$ cat src/rtl/core_ctrl_pkg.sv
// Shared control types and RV32I opcode constants for the multicycle core
// (used by the sequencer and the instruction decoder).
package core_ctrl_pkg;

  typedef enum logic [2:0] {
    IDLE   = 3'd0,
    FETCH  = 3'd1,
    DECODE = 3'd2,
    EXEC   = 3'd3,
    MEM    = 3'd4,
    WB     = 3'd5,
    FAULT  = 3'd6
  } state_e;

  typedef enum logic [1:0] {
    PC_PLUS4 = 2'b00,
    PC_IMM   = 2'b01,
    PC_ALU   = 2'b10
  } pc_src_e;

  typedef enum logic [1:0] {
    WB_ALU = 2'b00,
    WB_MDR = 2'b01,
    WB_PC4 = 2'b10
  } wb_sel_e;

  typedef enum logic [1:0] {
    FC_NONE    = 2'b00,
    FC_ILLEGAL = 2'b01,
    FC_TIMEOUT = 2'b10
  } fault_code_e;

  localparam logic [6:0] OP_R      = 7'b0110011;
  localparam logic [6:0] OP_I      = 7'b0010011;
  localparam logic [6:0] OP_LOAD   = 7'b0000011;
  localparam logic [6:0] OP_STORE  = 7'b0100011;
  localparam logic [6:0] OP_BRANCH = 7'b1100011;
  localparam logic [6:0] OP_JAL    = 7'b1101111;
  localparam logic [6:0] OP_JALR   = 7'b1100111;

  function automatic logic is_legal_opcode(input logic [6:0] op);
    logic legal;
    legal = 1'b0;
    case (op)
      OP_R, OP_I, OP_LOAD, OP_STORE, OP_BRANCH, OP_JAL, OP_JALR: legal = 1'b1;
      default: legal = 1'b0;
    endcase
    return legal;
  endfunction

endpackage

$ cat src/rtl/mem_timeout_cnt.sv
// Wait-state counter for the shared memory port; expire flags the last
// permitted cycle of an unanswered request.
module mem_timeout_cnt #(
  parameter int MEM_TIMEOUT = 16
) (
  input  logic clk,
  input  logic rst,
  input  logic clear,
  input  logic enable,
  output logic expire
);

  localparam int CW = (MEM_TIMEOUT > 2) ? $clog2(MEM_TIMEOUT) : 1;
  localparam logic [CW-1:0] LAST = CW'(MEM_TIMEOUT - 1);

  logic [CW-1:0] cnt;

  always_ff @(posedge clk or posedge rst) begin
    if (rst) begin
      cnt <= '0;
    end else if (clear) begin
      cnt <= '0;
    end else if (enable && (cnt != LAST)) begin
      cnt <= cnt + CW'(1);
    end
  end

  assign expire = enable && (cnt == LAST);

endmodule

$ cat src/rtl/multicycle_seq.sv
// Multicycle sequencer for the RV32I core: steps one instruction through
// fetch/decode/exec/mem/writeback and drives datapath strobes and muxes.
module multicycle_seq
  import core_ctrl_pkg::*;
#(
  parameter int MEM_TIMEOUT = 16,
  parameter int CNT_W       = 32
) (
  input  logic             clk,
  input  logic             rst,
  input  logic             run,
  input  logic [6:0]       opcode,
  input  logic             branch,
  input  logic             mem_read,
  input  logic             mem_write,
  input  logic             reg_write,
  input  logic             branch_taken,
  input  logic             mem_ready,
  output logic             mem_req,
  output logic             mem_we,
  output logic             addr_sel,
  output logic             ir_we,
  output logic             mdr_we,
  output logic             rf_we,
  output logic             pc_we,
  output logic [1:0]       pc_src,
  output logic [1:0]       wb_sel,
  output logic             fault,
  output logic [1:0]       fault_code,
  output logic [CNT_W-1:0] retired
);

  state_e     state;
  state_e     state_nxt;
  logic [1:0] fc_nxt;
  logic       retire;
  logic       to_clear;
  logic       to_enable;
  logic       to_expire;

  // Counter restarts whenever no request is outstanding or one completes,
  // so every FETCH/MEM entry begins from zero.
  assign to_clear  = ((state != FETCH) && (state != MEM)) || mem_ready;
  assign to_enable = mem_req && !mem_ready;

  mem_timeout_cnt #(
    .MEM_TIMEOUT(MEM_TIMEOUT)
  ) u_timeout (
    .clk    (clk),
    .rst    (rst),
    .clear  (to_clear),
    .enable (to_enable),
    .expire (to_expire)
  );

  always_ff @(posedge clk or posedge rst) begin
    if (rst) begin
      state      <= IDLE;
      retired    <= '0;
      fault      <= 1'b0;
      fault_code <= FC_NONE;
    end else begin
      state <= state_nxt;
      if (retire) begin
        retired <= retired + CNT_W'(1);
      end
      if (state_nxt == FAULT) begin
        fault      <= 1'b1;
        fault_code <= fc_nxt;
      end
    end
  end

  always_comb begin
    state_nxt = state;
    fc_nxt    = fault_code;
    retire    = 1'b0;
    mem_req   = 1'b0;
    mem_we    = 1'b0;
    addr_sel  = 1'b0;
    ir_we     = 1'b0;
    mdr_we    = 1'b0;
    rf_we     = 1'b0;
    pc_we     = 1'b0;
    pc_src    = PC_PLUS4;
    wb_sel    = WB_ALU;

    case (state)
      IDLE: begin
        if (run) begin
          state_nxt = FETCH;
        end
      end

      FETCH: begin
        mem_req = 1'b1;
        if (mem_ready) begin
          ir_we     = 1'b1;
          state_nxt = DECODE;
        end else if (to_expire) begin
          state_nxt = FAULT;
          fc_nxt    = FC_TIMEOUT;
        end
      end

      DECODE: begin
        state_nxt = EXEC;
      end

      EXEC: begin
        if (!is_legal_opcode(opcode)) begin
          state_nxt = FAULT;
          fc_nxt    = FC_ILLEGAL;
        end else if (mem_read || mem_write) begin
          state_nxt = MEM;
        end else if (branch) begin
          pc_we  = 1'b1;
          pc_src = branch_taken ? PC_IMM : PC_PLUS4;
          retire = 1'b1;
        end else if ((opcode == OP_JAL) || (opcode == OP_JALR) || reg_write) begin
          state_nxt = WB;
        end else begin
          pc_we  = 1'b1;
          retire = 1'b1;
        end
      end

      MEM: begin
        mem_req  = 1'b1;
        addr_sel = 1'b1;
        mem_we   = mem_write;
        if (mem_ready) begin
          if (mem_write) begin
            pc_we  = 1'b1;
            retire = 1'b1;
          end else begin
            mdr_we    = 1'b1;
            state_nxt = WB;
          end
        end else if (to_expire) begin
          state_nxt = FAULT;
          fc_nxt    = FC_TIMEOUT;
        end
      end

      WB: begin
        rf_we  = 1'b1;
        pc_we  = 1'b1;
        retire = 1'b1;
        if (opcode == OP_JAL) begin
          wb_sel = WB_PC4;
          pc_src = PC_IMM;
        end else if (opcode == OP_JALR) begin
          wb_sel = WB_PC4;
          pc_src = PC_ALU;
        end else if (mem_read) begin
          wb_sel = WB_MDR;
        end
      end

      FAULT: begin
        state_nxt = FAULT;
      end

      default: begin
        state_nxt = IDLE;
      end
    endcase

    // run is only consulted when an instruction completes
    if (retire) begin
      state_nxt = run ? FETCH : IDLE;
    end
  end

endmodule

$ cat config.mk
export PLATFORM = sky130hd
export DESIGN_NAME = multicycle_seq
export DESIGN_NICKNAME = d
export VERILOG_FILES = /design/src/rtl/core_ctrl_pkg.sv /design/src/rtl/mem_timeout_cnt.sv /design/src/rtl/multicycle_seq.sv
export SDC_FILE = /design/constraint.sdc
export NUM_CORES = 1
export LEC_CHECK = 0
export BUFFER_PORTS_ARGS = -buffer_cell sky130_fd_sc_hd__clkbuf_2
export CAP_MARGIN = 10
export CELL_PAD_IN_SITES_DETAIL_PLACEMENT = 1
export CELL_PAD_IN_SITES_GLOBAL_PLACEMENT = 1
export CORE_UTILIZATION = 32
export CTS_BUF_LIST = sky130_fd_sc_hd__clkbuf_8
export CTS_CLUSTER_SIZE = 24
export DETAILED_ROUTE_END_ITERATION = 8
export PLACE_DENSITY_LB_ADDON = 0.1
export SLEW_MARGIN = 20
export SYNTH_ARGS = -nofsm -noshare
export SYNTH_HDL_FRONTEND = slang
export SYNTH_SLANG_ARGS = --single-unit
$ cat constraint.sdc
create_clock -name clk -period 2.5 [get_ports clk]
set_input_delay 0.75 -clock clk [delete_from_list [all_inputs] [get_ports clk]]
set_output_delay 0.75 -clock clk [all_outputs]
set_load 0.01 [all_outputs]
### Yosys cells after proc, flatten, opt, wreduce, memory -nomap -nowiden

Index checks and enable logic that the tools add are counted.

* add/subtract/negate cells: 2
* equality and inequality tests: 21
* mux-type cells: 47
* reduce and logical (&&, ||, !) cells: 15

Operators with widths (count)
* 32-bit by 1-bit adder with 32-bit output, second input constant: 1
* 3-bit two-way mux: 10
* 1-bit two-way mux: 23
* 7-bit equality test, second input constant: 3
* 3-bit one-hot mux with 7 select lines: 1
* 2-bit two-way mux: 8
* 7-bit by 6-bit equality test with 1-bit output, second input constant: 2
* 3-bit equality test, second input constant: 4
* 4-bit two-way mux: 2
* 2-bit one-hot mux with 2 select lines: 2
* 7-bit by 2-bit equality test with 1-bit output, second input constant: 1
* 7-bit by 5-bit equality test with 1-bit output, second input constant: 1
* 7-bit OR reduction: 1
* 3-bit by 2-bit equality test with 1-bit output, second input constant: 2
* 5-bit AND reduction: 1
* 4-bit by 1-bit adder with 4-bit output, second input constant: 1
* 4-bit equality test, second input constant: 1
* 1-bit logical AND: 4
* 1-bit logical OR: 4
* 2-bit != test, second input constant: 2
* 4-bit != test, second input constant: 1
* 2-bit nonzero test: 2
* 3-bit by 1-bit equality test with 1-bit output, second input constant: 1
* 3-bit zero test: 1
* other kinds (6): 6

* register bits after elaboration: 42
* bits of input ports: 16
* output and inout bits: 46
* word-level logic and storage cells: 90

### Depth between registers and ports, before layout

Gate-level depths: netlist (run 1).

* word-level depth: 11
* depth in mapped cells: 8

### Modules after synthesis

Synthesis (run 1) repeated with hierarchy kept, for this count alone.

* cell total of the unflattened synthesis: 216
* area total of the unflattened synthesis: 2224.6 um^2

By module, submodules not included
* multicycle_seq: times used 1, cells an instance 193, area an instance 1990.7 um^2, sequential area each 950.9 um^2
* mem_timeout_cnt: times used 1, cells an instance 23, area an instance 234.0 um^2, sequential area each 100.1 um^2

### Worst setup path before layout (run 1)

OpenSTA, ideal clock, no wires.

* kind: in2out
* start: in opcode[4]
* end: out pc_we
* arrival time: 1734 ps
* required time: 1750 ps
* path slack: 16 ps
* stages on the path: 4
* buffers on the path: 0
* cell sequence: nand2b_4 -> a2111oi_4 -> a21oi_2 -> o21ai_2

* word-level cells in the longest chain between the ends: 8

Ends and longest elaborated chain
* start: declaration: line multicycle_seq.sv:12 `input logic [6:0] opcode,`
* 7-bit equality test: line core_ctrl_pkg.sv:44, multicycle_seq.sv:120
* 1-bit logical OR (2 in a row): line multicycle_seq.sv:120 `end else if ((opcode == OP_JAL) || (opcode == OP_JALR) || reg_write) begin`
* 1-bit two-way mux: line multicycle_seq.sv:120
* 1-bit two-way mux: line multicycle_seq.sv:116 `end else if (branch) begin`
* 1-bit two-way mux: line multicycle_seq.sv:114 `end else if (mem_read || mem_write) begin`
* 1-bit two-way mux *: line multicycle_seq.sv:111 `if (!is_legal_opcode(opcode)) begin`
* 1-bit one-hot mux with 3 select lines *: line multicycle_seq.sv:88 `case (state)`
* end: declaration: line multicycle_seq.sv:25 `output logic pc_we,`

Every way passes the cells marked *; elsewhere a longest branch is shown, timed or not. The select of a mux whose other input is x is not followed.

### Final worst setup path (run 1)

* start: in opcode[4]
* end: out pc_src[0]

* word-level cells in the longest chain between the ends: 6

Ends and longest elaborated chain
* 7-bit equality test, or another cell as far along: line core_ctrl_pkg.sv:44, multicycle_seq.sv:150
* 7-bit OR reduction: line core_ctrl_pkg.sv:44 `case (op)`
* 1-bit two-way mux: line core_ctrl_pkg.sv:44
* 1-bit two-way mux: line multicycle_seq.sv:88
* 1-bit two-way mux: line multicycle_seq.sv:111
* 2-bit one-hot mux with 2 select lines *: line multicycle_seq.sv:88
* end: declaration: line multicycle_seq.sv:26 `output logic [1:0] pc_src,`

Marked as above.

==> impl_results.md, run 1 <==
- Initial antenna violation count: 0
- CTS max path bufs: 2
- Synth Register Bits: 42
- DIE AREA: 7150 µm²
- RR Startpoint: state[0]
- PD cells: about 670 nW/µm²
- Root buf cell: clkbuf_8
- Crit Path Max Fanout: 2
- Largest net degree at the start of global routing: 43
- Initial Util: 0.3377
- Hold Crit Depth: 1
- Cells on worst reg2reg path: 8
- Min-delay src: retired[31]
- RSZ-0062 raised after global routing: yes
- Avg Cell Area, Syn: about 11 µm²
- Gate Count Post-Synth: 207
- Row Count: 29
- Non-Filler Instances: 360
- CORE AREA: 6459 µm²
- Most used flip-flop cell after synthesis: dfrtp_1
- Area contributors post-synth: dfrtp_1 48%, xnor2_1 10%, and3_1 4.6%
- Vias in the first global route: 1758
- Worst vdd ir: 373.0 µV
- Clock H-tree levels: 2
- Starting DRT DRC Count: 74
- Post-synth EDFFs: 0
- Drt drc: 1
- Minimum clock period: 2.468 ns
- Final Setup Violations: 0
- Sequential fraction of the synthesis area: 0.4819
- Share of flip-flops with an asynchronous set or reset: 1.000
- Inserted Diodes: 0
- Num CTS Buffers: 5
- Area Growth Syn to Fin: 26.74%
- Worst endpoint data arrival time: 1.72 ns
- Routed wire length: 5.181 mm
- Die height: between 80 and 90 µm
- Fraction of layout cells with a size suffix above 1: 0.3392
- Status: finished with violations
- Hold/Removal Path Class: flip-flop to flip-flop
- Most frequent cells in the layout: 59 x clkbuf_2, 42 x dfrtp_1, 26 x xnor2_1
- # placed instances: approximately 350
- Worst-Margin Slew: around 0.53 ns
- Routed Antenna Nets: 0
- CP Capture Type: output port
- Max_cap viols: 0
- Failing checks: DRC
- Syn_nets: ~230
- Ys Warns: 0
- Fmax: 405.2 MHz
- Die Width: 84.56 µm
- Setup TNS: 0 ns
- Crit. Startpoint: opcode[4]
- DP HPWL: between 3 and 4 mm
- # clock sinks: 42
- Via count: 1770
- Drt pass-1 iters: 6
- First-pass GRT wire length: 8.694 mm
- Critical path class: input pin to output port
- Post-CTS Setup Inserts: 0
- Synth top area share: 0.4819
- IO Pins: 62
- Hold buffers post-CTS: 0
- Hold Vio Cnt, Final: 0
- Crit start category: input pin
- Crit share post-route: 0.9872
- Via density: 4.917
- Final Max Slew Viols: 0
- Skew final: 0.008242 ns
- Worst-path clk slew: 0.08 ns
- All-Layer GR Usage: 0.1537
- Clk_lat worst skew: 0.29 ns
- IO Port Bufs: a little over 60
- Leak Pwr: 1.385 nW
- Most common cell after layout, fill and taps aside: clkbuf_2
- Mapped Area: 2181 µm²
- Final layout net count: 300
- Slew headroom: 0.6450
- Leading area contributor after synthesis: dfrtp_1
- Gr ovfl total: 0
- Worst hold margin: 0.4811 ns
- CTS tree: done
- Synth cell types: 46
- Final Wtd Congestion: 0.7354
- Required @ worst endpoint: 1.75 ns
- DR WL/cell: 14.39 µm
## stage by stage
stage	instance area, µm²	worst slack, ns	utilization	total power [mW]
final	2764	0.03189	0.4279	1.862
after global routing	2764	-0.08222	0.4279	1.983
after CTS	2755	0.004877	0.4266	1.895
after detailed placement	2658	-0.05398	0.4115	1.419
after global placement	2658	-0.06269	0.4115	1.413
after floorplan	2181	0.01624	-	1.209
## worst max-delay path, cell delays in order
cell       delay, ns
clkbuf_2        0.08
nand2b_4        0.15
a2111oi_4       0.33
buf_4           0.18
nor2_2          0.04
nor2_1          0.07
buf_2           0.13
## metal layers
layer | routed length (µm) | track usage
met5 | 0 | 0
met4 | 62 | 0.05085
met3 | 180 | 0.03540
met2 | 2472 | 0.2469
met1 | 2465 | 0.2053
## final timing paths
kind | endpoint | slack, ns
worst max-delay path | pc_src[0] | 0.03
worst min-delay path | retired[31] | 0.48
worst max register to register | retired[27] | 0.51
worst min register to register | retired[31] | 0.48
max in group asynchronous | retired[13] | 1.57
min in group asynchronous | retired[21] | 0.55
## what timing repair did
| item | 4_1_cts | 5_1_grt |
|---|---|---|
| resized for setup | 1 | 4 |
| setup endpoints to repair | 2 | 3 |
| pin swaps | 2 | 1 |
## area by class of cell
cell class	count	area, µm²
Sequential cell	42	1051
Multi-Input combinational cell	153	1067
Tap cell	77	96.34
Clock buffer	6	82.58
Timing Repair Buffer	75	435.4
Inverter	5	18.77
Clock inverter	2	12.51
Fill cell	768	3695
## registers in the layout (all words and copies together) (netlist names)
register and flops:
fault 1, fault_code 2, retired 32, state 3
u_timeout.cnt 4
## kinds of logic (layout without fill, tap and decap cells)
| group | count (synthesis) | count (layout) | share of synthesized area |
|---|---|---|---|
| compound gates | 24 | 24 | 0.09754 |
| xor+xnor | 32 | 32 | 0.1285 |
| fa+ha+maj | 2 | 2 | 0.01147 |
| buf+inv | 12 | 88 | 0.03385 |
| flops | 42 | 42 | 0.4819 |
| mux | 2 | 2 | 0.009753 |
| simple gates | 93 | 93 | 0.2369 |
## synth_stat cells (2+ instances only)
library cell and count:
nand2b_4 2, nand2_1 15, inv_1 5, xnor2_1 26
buf_6 3, nor2b_1 2, and3_1 16, and2_1 5
nor2_1 15, o21ai_0 4, nand4_1 9, a31oi_1 2
dfrtp_1 42, ha_1 2, buf_2 2, nand2b_1 2
xor2_1 6, nor3_1 2, and4_1 4, nand3_1 14
o21bai_1 2, a211oi_1 2, or3_1 2
## power breakdown
group          internal (mW)  switching, mW  total [mW]  leakage (nW)
combinational          0.253          0.302       0.555         0.774
sequential             0.751         0.0903       0.841         0.565
clock                  0.222          0.243       0.465        0.0472
total                   1.23          0.635        1.86          1.39
Power figures use the tool's default switching activity.
==> inputs of run 2 (changes only) <==
Clock period 2.5 ns to 2.7 ns, I/O delays scaled along.
==> impl_results.md, run 2 (same netlist as run 1, synthesis figures left out) <==
- Worst-path clk slew: 0.08 ns
- Via density: 4.986
- Initial antenna violation count: 0
- Worst endpoint data arrival time: 1.80 ns
- DR WL/cell: roughly 14 µm
- Fmax: 383.8 MHz
- Final Setup Violations: 0
- Fraction of layout cells with a size suffix above 1: 0.3249
- Top reg by flops: retired
- Worst vdd ir: 347.0 µV
- Routed Antenna Nets: 0
- Row Count: 29
- Area Growth Syn to Fin: 24.67%
- Post-CTS Setup Inserts: 0
- Crit start category: input pin
- Setup TNS: 0 ns
- Cells on worst reg2reg path: 7
- DIE AREA: roughly 7100 µm²
- CP Capture Type: output port
- Failing checks: DRC
- Hold Vio Cnt, Final: 0
- Initial Util: 0.3377
- Final Max Slew Viols: 0
- CTS max path bufs: 2
- Required @ worst endpoint: between 1.5 and 2 ns
- Leak Pwr: 1.355 nW
- Most common cell after layout, fill and taps aside: clkbuf_2
- First-pass GRT wire length: 8.128 mm
- Via count: 1765
- Crit share post-route: 0.9650
- Drt pass-1 iters: 5
- Skew final: 0.009945 ns
- R2R Setup Slk: 0.67 ns
- Clock power share: 0.252
- Final Wtd Congestion: around 0.77
- P_sw: 0.5755 mW
- Most frequent cells in the layout: 61 x clkbuf_2, 42 x dfrtp_1, 26 x xnor2_1
- Num CTS Buffers: 5
- CORE AREA: around 6500 µm²
- Combinational fraction of design power: 0.275
- Vias in the first global route: 1688
- Inserted Diodes: 0
- Hold Crit Depth: 1
- Multi-input gate area in the final layout: about 1100 µm²
- RR Endpoint: retired[8]
- Drt drc: 2
- Root buf cell: clkbuf_8
- RSZ-0062 raised after global routing: no
- Max_cap viols: 0
- Clk_lat worst skew: 0.30 ns
- Critical path class: input pin to output port
- IO Port Bufs: 61
- Die Width: 84.56 µm
- Filler Cell Count: 766
- Largest net degree at the start of global routing: between 40 and 50
- IO Pins: 62
- Slew headroom: 0.6498
- Seq. cell area: 1051 µm²
- Min-delay src: retired[31]
- Final layout net count: a little under 300
- Max reg flops: 32
- DP HPWL: 3.690 mm
- Status: finished with violations
- Routed wire length: 4.900 mm
- All-Layer GR Usage: 0.1437
- Gr ovfl total: 0
- Net Sw Frac: 0.3404
- Internal power: roughly 1.1 mW
- Worst Hold End: retired[31]
- Largest regs: retired (32), u_timeout.cnt (4), state (3)
- # clock sinks: between 40 and 50
- Hold/Removal Path Class: flip-flop to flip-flop
- Starting DRT DRC Count: 64
- Crit Path Max Fanout: 3
- Power share of the sequential group: 0.473
- PD cells: between 600 and 700 nW/µm²
- Worst-Margin Slew: about 0.53 ns
- RR Startpoint: state[1]
- CTS resizes: 0
- Hold buffers post-CTS: 0
- Area post-placement: 2613 µm²
- Post-route cell area: 2719 µm²
- Clock H-tree levels: 2
- Minimum clock period: 2.606 ns
- Die height: 84.56 µm
- CTS tree: done
## run 2: cell type report
| cell class | count | area share |
|---|---|---|
| multi-input combinational | 153 | 0.3925 |
| sequential | 42 | 0.3866 |
| timing repair buffer | 69 | 0.1436 |
| tap | 77 | 0.03543 |
| clock buffer | 6 | 0.03037 |
| inverter | 5 | 0.006903 |
| clock inverter | 2 | 0.004602 |
## run 2: routing by layer
layer  vias up  share of wire  GRT usage
li1        864              -          -
met1       861           0.49     0.1935
met2        33           0.46     0.2284
met3         7          0.038    0.03441
met4         0          0.013    0.04622
met5         -              0          0
## run 2: how the worst max path moves through the flow
stage	startpoint	to	cells after the start	slack (ns)
3_3_place_gp	opcode[4]	pc_we	6	0.05
3_5_place_dp	opcode[4]	pc_we	6	0.05
6_report	opcode[4]	pc_we	6	0.09
2_1_floorplan	opcode[4]	pc_we	4	0.1
4_1_cts	opcode[4]	pc_we	6	0.03
5_1_grt	opcode[4]	pc_we	6	0.02
## run 2: critical path: stages
cell and delay, ns:
clkbuf_2 0.08, nand2b_4 0.15, a2111oi_4 0.39, a21oi_2 0.07, o21ai_2 0.14, clkbuf_2 0.15
## run 2: through the flow
| step | utilization | hold slack (ns) | total power, mW | setup slack [ns] | instances |
|---|---|---|---|---|---|
| after floorplan | - | 0.4637 | 1.120 | 0.09624 | 207 |
| after detailed placement | 0.4045 | 0.4747 | 1.285 | 0.04598 | 346 |
| final | 0.4210 | 0.4788 | 1.691 | 0.09444 | 354 |
| after CTS | 0.4192 | 0.4867 | 1.717 | 0.03496 | 354 |
| after global placement | 0.4045 | 0.4625 | 1.285 | 0.04797 | 346 |
| after global routing | 0.4210 | 0.5012 | 1.805 | 0.01847 | 354 |
## run 2: power groups by stage
stage | Sequential, mW | Clock [mW] | Combinational, mW
2_1_floorplan | 0.785 | 0 | 0.334
3_3_place_gp | 0.815 | 0 | 0.470
3_5_place_dp | 0.810 | 0 | 0.475
4_1_cts | 0.800 | 0.440 | 0.476
5_1_grt | 0.812 | 0.468 | 0.525
6_report | 0.799 | 0.426 | 0.466
==> inputs of run 3 (changes only) <==
Settings changed: ABC_AREA from default to 1.
==> impl_results.md, run 3 <==
- Post-synth EDFFs: 0
- IO Port Bufs: 61
- # clock sinks: 42
- Vias in the first global route: roughly 2800
- Area contributors post-synth: dfrtp_1 38%, nand2_1 19%, xor2_1 7.0%
- Sequential fraction of the synthesis area: 0.3827
- Synth top area share: 0.3827
- CTS max path bufs: 2
- Initial Util: 0.3326
- Drt drc: 0
- Row Count: 33
- Crit start category: input pin
- Largest net degree at the start of global routing: 47
- Gr ovfl total: 0
- Crit-path cells: clkbuf_2 -> inv_1 -> nand2_2 -> nor2_4 -> nand2_1 -> nand3_2 -> nand2_2 -> o21ai_4 -> clkbuf_2
- Die Width: 94.64 µm
- Starting DRT DRC Count: a little under 80
- Commonest cells in the netlist: 139 x nand2_1, 42 x dfrtp_1, 42 x inv_1
- Skew final: 0.005785 ns
- # placed instances: 555
- Ys Warns: 0
- CTS tree: done
- Crit Path Max Fanout: 4
- Root buf cell: clkbuf_8
- Routed Antenna Nets: 0
- Most common cell after layout, fill and taps aside: nand2_1
- Top reg by flops: retired
- Share of flip-flops with an asynchronous set or reset: 1.000
- Leak Pwr: 1.652 nW
- Routed wire length: 8.130 mm
- Min-delay src: fault_code[1]
- Via density: 4.767
- M1 WL: 4.214 mm
- CP Capture Type: output port
- Leading area contributor after synthesis: dfrtp_1
- DP HPWL: 6.429 mm
- Fraction of layout cells with a size suffix above 1: 0.2031
- All-Layer GR Usage: 0.1983
- Final Wtd Congestion: 0.8784
- IO Pins: 62
- Slew headroom: 0.6090
- Crit share post-route: 0.9568
- Hold buffers post-CTS: 0
- Crit. Startpoint: opcode[4]
- Max_cap viols: 0
- Fmax: ~390 MHz
- Synth Register Bits: 42
- CP peak stage delay: 0.16 ns
- Initial antenna violation count: 0
- CORE AREA: 8258 µm²
- Area Growth Syn to Fin: 21.00%
- Synth cell types: 30
- Num CTS Buffers: 5
- Slowest-stage cell, CP: o21ai_4
- DR WL/cell: 14.44 µm
- Worst-path clk slew: 0.09 ns
- Die height: about 95 µm
- RSZ-0062 raised after global routing: no
- Clock H-tree levels: 2
- Met2 wire length: 3.655 mm
- Final Setup Violations: 0
- Avg Cell Area, Syn: around 7 µm²
- Hold Vio Cnt, Final: 0
- Worst-Margin Slew: 0.5857 ns
- Gate Count Post-Synth: a little under 400
- PD cells: 747.0 nW/µm²
- RR Startpoint: state[1]
- WL met3: 184 µm
- Required @ worst endpoint: 1.89 ns
- Drt pass-1 iters: 4
- Final layout net count: 475
- Highest Signal Layer: met4
- Inserted Diodes: 0
- Most frequent cells in the layout: 137 x nand2_1, 61 x clkbuf_2, 42 x dfrtp_1
- First-pass GRT wire length: about 14 mm
- Top-count cell post-synth: nand2_1
- Worst vdd ir: just over 300 µV
- Max reg flops: 32
- Minimum clock period: 2.583 ns
- Clk_lat worst skew: 0.30 ns
- Worst endpoint data arrival time: about 1.8 ns
- Most used flip-flop cell after synthesis: dfrtp_1
- Final Max Slew Viols: 0
- Via count: 2684
- Status: finished, final reports clean
- Non-Filler Instances: ~560
- Critical path class: input pin to output port
- Mapped Area: 2746 µm²
- Hold/Removal Path Class: flip-flop to flip-flop
- DIE AREA: 8957 µm²
- Setup TNS: 0 ns
- Syn_nets: a little over 400
- Largest regs: retired (32), u_timeout.cnt (4), state (3)
run 3: cell types whose count changed after synthesis, moves of 14 or more:
| cell | previous run | this run |
|---|---|---|
| nor2_1 | 15 | 37 |
| xnor2_1 | 26 | 5 |
| nor3_1 | 2 | 16 |
| nand2_1 | 15 | 139 |
| inv_1 | 5 | 42 |
| and3_1 | 16 | 0 |
| xor2_1 | 6 | 22 |
| o21ai_1 | 0 | 18 |
run 3: repair_timing:
item,in CTS,in global routing
endpoints found under the setup margin,0,2
resized for setup,0,3
setup buffers,0,0
run 3: area by class of cell:
cell class | instances | area [µm²]
Inverter | 45 | 168.9
Clock inverter | 2 | 60.06
Timing Repair Buffer | 66 | 355.3
Fill cell | 1074 | 4935
Tap cell | 105 | 131.4
Multi-Input combinational cell | 297 | 1474
Sequential cell | 42 | 1051
Clock buffer | 6 | 82.58
run 3: per-layer routing:
metal,GRT usage,vias to the layer above
li1,-,1364
met1,0.2802,1277
met2,0.3159,37
met3,0.02979,6
met4,0.04924,0
met5,0,-
run 3: cell families after synthesis:
kind of cell / after synthesis / synth area share
AO/OA/AOI/OAI: 32 / 0.06242
XOR/XNOR: 27 / 0.08610
adder cells (fa/ha/maj): 2 / 0.009110
buffers and inverters: 52 / 0.08519
flip-flops: 42 / 0.3827
AND/OR/NAND/NOR: 236 / 0.3745
run 3: final timing paths:
path / endpoint / slack, ns / cells past startpoint
max: pc_we / 0.12 / 9
min: fault_code[1] / 0.48 / 2
max reg2reg: retired[15] / 0.58 / 10
min reg2reg: fault_code[1] / 0.48 / 2
max in group asynchronous: retired[17] / 1.56 / 3
min in group asynchronous: retired[23] / 0.54 / 2
run 3: worst max-delay path: cells and delay by family:
| kind | cells | cell delay [ns] |
|---|---|---|
| buf+inv | 3 | 0.29 |
| simple gates | 5 | 0.52 |
| compound gates | 1 | 0.16 |
run 3: where the power goes:
group | switching, mW | total [mW] | leakage, nW | internal [mW]
Sequential | 0.175 | 0.943 | 0.561 | 0.768
Clock | 0.238 | 0.633 | 0.0714 | 0.395
Combinational | 0.582 | 0.907 | 1.02 | 0.325
run 3: metrics by stage:
stage          hold WS (ns)  power (mW)  cell area (µm²)  setup WS (ns)  utilization
6_report             0.4786       2.483             3323         0.1166       0.4024
5_1_grt              0.5229       2.669             3323        0.01104       0.4024
3_5_place_dp         0.4585       1.875             3176       -0.03517       0.3845
3_3_place_gp         0.4557       1.852             3176        0.07885       0.3845
4_1_cts              0.4809       2.520             3318        0.06738       0.4018
2_1_floorplan        0.4753       1.559             2746         0.1707            -
